### src/rtl/add_reduce.sv
// add_reduce: sequential N-operand unsigned sum using N_ADD shared adders per cycle,
// optionally saturating, with a one-cycle result strobe.
module add_reduce #(
    parameter int N_IN     = 7,
    parameter int WIDTH    = 64,
    parameter int N_ADD    = 2,
    parameter int SATURATE = 0
) (
    input  logic                   clk,
    input  logic                   rst_n,
    input  logic                   r_enable,
    input  logic [N_IN*WIDTH-1:0]  init,
    output logic                   w_enable,
    output logic [WIDTH-1:0]       result,
    output logic                   busy,
    output logic                   overflow
);
    localparam int LW = $clog2(N_IN + 1);

    typedef enum logic [1:0] {IDLE, REDUCE, DONE} state_t;

    state_t           state;
    logic [WIDTH-1:0] ops [N_IN];
    logic [WIDTH-1:0] nxt [N_IN];
    logic [LW-1:0]    l, p, half;
    logic [N_IN-1:0]  cy;

    assign half = l >> 1;
    assign p    = half < LW'(N_ADD) ? half : LW'(N_ADD);

    // lane g holds pair-sum g while g < p, otherwise the surviving operand shifted down by p
    for (genvar g = 0; g < N_IN; g++) begin : g_lane
        logic [WIDTH:0]   s;
        logic [WIDTH-1:0] sh;
        if (2 * g + 1 < N_IN) begin : g_add
            assign s = {1'b0, ops[2*g]} + {1'b0, ops[2*g+1]};
        end else begin : g_none
            assign s = '0;
        end
        always_comb begin
            sh = '0;
            for (int j = 0; j < N_IN; j++)
                if (j == g + int'(p)) sh = ops[j];
        end
        assign nxt[g] = g < int'(p) ? ((SATURATE != 0 && s[WIDTH]) ? {WIDTH{1'b1}} : s[WIDTH-1:0]) : sh;
        assign cy[g]  = g < int'(p) && s[WIDTH];
    end

    always_ff @(posedge clk or negedge rst_n) begin
        if (!rst_n) begin
            state    <= IDLE;
            l        <= '0;
            w_enable <= 1'b0;
            result   <= '0;
            busy     <= 1'b0;
            overflow <= 1'b0;
            for (int k = 0; k < N_IN; k++) ops[k] <= '0;
        end else if (r_enable) begin
            state    <= REDUCE;
            l        <= LW'(N_IN);
            w_enable <= 1'b0;
            busy     <= 1'b1;
            overflow <= 1'b0;
            for (int k = 0; k < N_IN; k++) ops[k] <= init[k*WIDTH +: WIDTH];
        end else begin
            case (state)
                REDUCE: begin
                    w_enable <= 1'b0;
                    ops      <= nxt;
                    l        <= l - p;
                    overflow <= overflow | (|cy);
                    state    <= (l - p == LW'(1)) ? DONE : REDUCE;
                end
                DONE: begin
                    result   <= ops[0];
                    w_enable <= 1'b1;
                    busy     <= 1'b0;
                    state    <= IDLE;
                end
                default: begin
                    w_enable <= 1'b0;
                    state    <= IDLE;
                end
            endcase
        end
    end
endmodule

### config.mk
export PLATFORM = sky130hd
export DESIGN_NAME = add_reduce
export DESIGN_NICKNAME = d
export VERILOG_FILES = /design/src/rtl/add_reduce.sv
export SDC_FILE = /design/constraint.sdc
export NUM_CORES = 1
export LEC_CHECK = 0
export CAP_MARGIN = 20
export CELL_PAD_IN_SITES_DETAIL_PLACEMENT = 2
export CELL_PAD_IN_SITES_GLOBAL_PLACEMENT = 2
export CORE_MARGIN = 2
export CORE_UTILIZATION = 31
export CTS_BUF_LIST = sky130_fd_sc_hd__clkbuf_2
export DETAILED_ROUTE_END_ITERATION = 16
export HOLD_SLACK_MARGIN = 0.06
export PLACE_DENSITY = 0.89
export REMOVE_ABC_BUFFERS = 1
export SLEW_MARGIN = 5
export SYNTH_ARGS = -nofsm -noshare
export SYNTH_HDL_FRONTEND = slang
export SYNTH_SLANG_ARGS = --single-unit
export TNS_END_PERCENT = 10
### constraint.sdc
create_clock -name clk -period 3.7 [get_ports clk]
set_clock_uncertainty 0.15 [all_clocks]
set_input_delay 1.11 -clock clk [delete_from_list [all_inputs] [get_ports clk]]
set_output_delay 1.11 -clock clk [all_outputs]
set_load 0.01 [all_outputs]
==> out/qor.csv, run 1 <==
stage,metric,value,unit
clock_tree,CTS Sinks,520,
placement,gpl congestion,0.9381,
yosys,Seq cells post-synth,520,
yosys,"Avg Cell Area, Syn",8.084,sq um
yosys,Ys Warns,0,
yosys,asr flop ratio synth,1.000,
yosys,distinct cell type count after synthesis,78,
timing,kind of the worst endpoint,register data pin,
timing,Worst Endpoint after GRT Repair,ops[376]$_DFFE_PN0P_/D,
outcome,status,did not finish,
floorplan,Die Span Y,359.2,um
outcome,last step reached,global routing,
placement,IO Port Bufs,517,
floorplan,chip width,359.2,um
floorplan,I/O pin cnt,518,
clock_tree,H-tree depth,4,
placement,hpwl dp,163.6,mm
outcome,stop err,"[ERROR GRT-0228] Horizontal edge usage exceeds the maximum allowed. (19, 3) usage=65535 limit=3200",
global_routing,initial antenna violation count,98,
yosys,Post-synth EDFFs,0,
clock_tree,root buf cell,clkbuf_2,
placement,Post-DP Area,48810,sq um
yosys,"Primary FF master, synth",dfrtp_1,
floorplan,Initial Utilization,0.3119,
clock_tree,Max clock buf depth,3,
floorplan,num rows,130,
clock_tree,TritonCTS buffer count,160,
global_routing,pin count of the biggest net entering global routing,129,
yosys,Mapped Area,39110,sq um
yosys,"Seq/Total Area, Yosys",0.3327,
yosys,Post-Synthesis Cells,4838,
==> cell families after synthesis <==
kind of cell             Yosys count  share of synthesized area
AND/OR/NAND/NOR                 1255                     0.1414
adder cells (fa/ha/maj)          201                    0.06488
buffers and inverters            514                    0.04940
XOR/XNOR                         160                    0.03583
flip-flops                       520                     0.3327
AO/OA/AOI/OAI                   1984                     0.3210
multiplexers                     204                    0.05471
==> stage by stage <==
stage | std cells | setup slack (ns) | util
floorplan | 4463 | -15.23 | -
global placement | 7071 | -0.3033 | 0.3892
detailed placement | 7071 | -0.4610 | 0.3892
CTS | 7752 | -0.1235 | 0.4350
==> what timing repair did <==
| item | CTS |
|---|---|
| gates resized for setup | 279 |
| pin swaps | 28 |
| hold endpoints to repair | 943 |
| hold buffers | 412 |
| endpoints found under the setup margin | 149 |
| setup buffers | 11 |
==> cell usage after synthesis, types with 78 or more instances <==
library cell    n  share of area
nor2_1        305          0.029
inv_1         138          0.013
nand3_1       110          0.014
a221o_1       105          0.027
clkbuf_1      325          0.031
a211oi_1      130          0.025
a21o_1        116          0.022
mux2_2         78          0.022
dfrtp_1       520           0.33
o21ai_0       551          0.071
mux2i_1       126          0.032
a21oi_1       602          0.077
xnor2_1        97          0.022
nand2_1       567          0.054
ha_1          198          0.063
==> inputs of run 2 (changes only) <==
==> config.mk (replaced) <==
export PLATFORM = sky130hd
export DESIGN_NAME = add_reduce
export DESIGN_NICKNAME = d
export VERILOG_FILES = /design/src/rtl/add_reduce.sv
export SDC_FILE = /design/constraint.sdc
export NUM_CORES = 1
export LEC_CHECK = 0
export CAP_MARGIN = 20
export CORE_MARGIN = 2
export CORE_UTILIZATION = 20
export DETAILED_ROUTE_END_ITERATION = 16
export PLACE_DENSITY_LB_ADDON = 0.15
export REMOVE_ABC_BUFFERS = 1
export SLEW_MARGIN = 5
export SYNTH_ARGS = -nofsm -noshare
export SYNTH_HDL_FRONTEND = slang
export SYNTH_SLANG_ARGS = --single-unit
export TNS_END_PERCENT = 10
==> constraint.sdc (replaced) <==
create_clock -name clk -period 4.8 [get_ports clk]
set_clock_uncertainty 0.15 [all_clocks]
set_input_delay 1.44 -clock clk [delete_from_list [all_inputs] [get_ports clk]]
set_output_delay 1.44 -clock clk [all_outputs]
set_load 0.01 [all_outputs]
==> run 2 against run 1 <==
Synthesized cell count unchanged. The flow now finishes without violations. Area after synthesis unchanged.
==> out/qor.csv, run 2 <==
stage,metric,value,unit,change
route,Via density,5.067,,
clock_tree,CTS Sinks,520,,unchanged
timing,RSZ-0062 raised after global routing,no,,
clock_tree,root buf cell,clkbuf_16,,
placement,cell total after placement,7643,,+8.1%
critical_path,critical path required time,5.27,ns,
timing,fin crit share,0.9394,,
cells_and_area,Final Util,0.2568,,
clock_tree,Clock Latency Late Sink,0.69,ns,
cells_and_area,"Cell Count, Final, Fillers Out",7794,,
cells_and_area,share of cells above drive strength 1,0.06982,,
global_routing,total track usage,0.2023,,
cells_and_area,final net count,5825,,
cells_and_area,Reg with most FFs,ops,,
power,PD cells,785.8,nW/um^2,
global_routing,initial antenna violation count,61,,
yosys,Area contributors post-synth,"dfrtp_1 33%, a21oi_1 7.7%, o21ai_0 7.1%, ha_1 6.3%, nand2_1 5.4%",,
floorplan,chip width,446.2,um,+24%
critical_path,Critical Path Start Type,register,,
yosys,"Seq/Total Area, Yosys",0.3327,,unchanged
timing,Hold Slack,0.3523,ns,
power,Design Power,39270,uW,
yosys,Ys Warns,0,,unchanged
outcome,status,"finished, final reports clean",,
yosys,Mapped Area,39110,sq um,unchanged
floorplan,Core Footprint,194600,sq um,
critical_path,Crit Path Max Fanout,5,,
power,Lkg Pwr,0.01987,uW,
global_routing,vias in the first global route,38650,,
timing,min cycle time layout,4.509,ns,
cells_and_area,max FFs per register,448,,
clock_tree,Max clock buf depth,3,,unchanged
timing,Slew HR,0.3367,,
yosys,"Primary FF master, synth",dfrtp_1,,
yosys,Seq cells post-synth,520,,unchanged
critical_path,FF-to-FF path depth,14,,
timing,Pins Over Slew Limit,0,,
critical_path,CP max stage delay,0.57,ns,
yosys,Post-Synthesis Cells,4838,,unchanged
yosys,largest area contributor in the netlist,dfrtp_1,,
cells_and_area,Top Registers,"ops: 448 flops, result: 64 flops, l: 3 flops",,
cells_and_area,"commonest cells after routing, fill and taps aside","599 x a21oi_1, 566 x nand2_1, 549 x o21ai_0",,
yosys,asr flop ratio synth,1.000,,unchanged
route,DRT antenna net count,0,,
placement,gpl congestion,0.9040,,-3.6%
critical_path,CP Cell Sequence,ha_1 > inv_1 > fa_1 > nor2b_1 > o31a_1 > o31ai_1 > a211oi_1 > o211ai_1 > o21a_1 > o21ai_1 > a221o_1 > a2111oi_4 > nor4b_1 > or3_1,,
power,clock share of power,0.147,,
yosys,"count leader, synth",a21oi_1,,
job,max cap viols,0,,
global_routing,pin count of the biggest net entering global routing,181,,
clock_tree,H-tree depth,3,,-1
route,wire per inst,26.58,um,
yosys,Synth top area share,0.3327,,unchanged
route,1st-iter DRT viols,3274,,
timing,endpoints failing setup,0,,
hold_path,Worst Hold Depth,1,,
yosys,Post-synth top cells,"602 x a21oi_1, 567 x nand2_1, 551 x o21ai_0, 520 x dfrtp_1, 325 x clkbuf_1",,
power,Combinational Power Share,0.629,,
power,maximum VDD drop,0.4575,mV,
floorplan,Initial Utilization,0.2010,,-0.1109
route,vias,39500,,
global_routing,first-pass GRT wire length,293.6,mm,
clock_tree,clk slew on worst S/H paths,0.06,ns,
clock_tree,setup repair bufs after CTS,0,,-11
clock_tree,post-CTS resize count,0,,-100%
route,Remaining DRCs,0,,
floorplan,I/O pin cnt,518,,unchanged
floorplan,num rows,162,,+25%
power,switching pwr,19880,uW,
critical_path,WP data arrival,4.98,ns,
timing,worst setup margin,0.2910,ns,
critical_path,Crit. End Element,register,,
timing,Final Hold Vio Count,0,,
cells_and_area,"most common cell after layout, fill and taps aside",a21oi_1,,
timing,slew of the pin with the lowest slew margin,0.9949,ns,
power,Internal,19390,uW,
global_routing,total gr overflow,0,,
critical_path,CP max stage cell,nor4b_1,,
clock_tree,TritonCTS buffer count,70,,-56%
route,final WL,207.2,mm,
clock_tree,CTS tree,yes,,
critical_path,Setup CP Type,reg -> reg,,
hold_path,worst min path class,reg -> reg,,
power,Sequential Power Share,0.224,,
floorplan,Die Span Y,446.2,um,+24%
yosys,"Avg Cell Area, Syn",8.084,sq um,unchanged
timing,fmax,0.2218,GHz,
cells_and_area,Area growth syn-to-layout,27.79,%,
yosys,distinct cell type count after synthesis,78,,unchanged
floorplan,Die Footprint,199100,sq um,
placement,dpl ws,0.2004,ns,+0.6614 ns
power,Net Sw Frac,0.5062,,
route,TritonRoute pass-1 iters,6,,
placement,hpwl dp,157.7,mm,-3.6%
clock_tree,hold buffers post-CTS,0,,-100%
yosys,Post-synth EDFFs,0,,unchanged
placement,IO Port Bufs,517,,unchanged
## run 2: cell families after synthesis
group	after synthesis	synth area share
multiplexers	204	0.05471
AND/OR/NAND/NOR	1255	0.1414
adder cells (fa/ha/maj)	201	0.06488
flip-flops	520	0.3327
buffers and inverters	514	0.04940
XOR/XNOR	160	0.03583
AO/OA/AOI/OAI	1984	0.3210
## run 2: path summary, 6_finish.rpt
check,to,slack (ns),from
worst max-delay path,overflow,0.29,ops[320]
worst min-delay path,result[19],0.35,result[19]
worst max register to register,overflow,0.29,ops[320]
worst min register to register,result[19],0.35,result[19]
max in group asynchronous,ops[416],2.72,rst_n
min in group asynchronous,ops[10],0.67,rst_n
## run 2: per-layer routing
| metal | part of all wire | track usage |
|---|---|---|
| met1 | 0.45 | 0.2730 |
| met2 | 0.46 | 0.3206 |
| met3 | 0.041 | 0.02129 |
| met4 | 0.045 | 0.09938 |
| met5 | 0.00056 | 0 |
## run 2: final cells by class
cell class	instances	area, sq um
Antenna cell	24	60.06
Clock buffer	102	2076
Clock inverter	25	347.8
Fill cell	21150	144600
Inverter	139	529.3
Multi-Input combinational cell	3804	24340
Sequential cell	520	13020
Tap cell	2542	3181
Timing Repair Buffer	638	6431
## run 2: worst max-delay path: cells and delay by family (launching register included)
kind | cells | cell delay [ns]
AO/OA/AOI/OAI | 8 | 2.27
adder cells (fa/ha/maj) | 2 | 0.59
buffers and inverters | 1 | 0.07
flip-flops | 1 | 0.38
AND/OR/NAND/NOR | 3 | 0.95
## run 2: power by group through the flow
stage	sequential, uW	combinational [uW]	clock, uW
floorplan	7790	16600	0
global placement	8760	24600	0
detailed placement	8800	24400	0
CTS	8730	24600	5960
global route	9030	27200	6120
finish	8790	24700	5790
## run 2: metrics by stage
step,setup TNS (ns),area [sq um]
6_report,0,49980
4_1_cts,0,49910
3_3_place_gp,0,47480
5_1_grt,0,49970
3_5_place_dp,0,47480
2_1_floorplan,-4460.77,37700
Power figures use the tool's default switching activity.
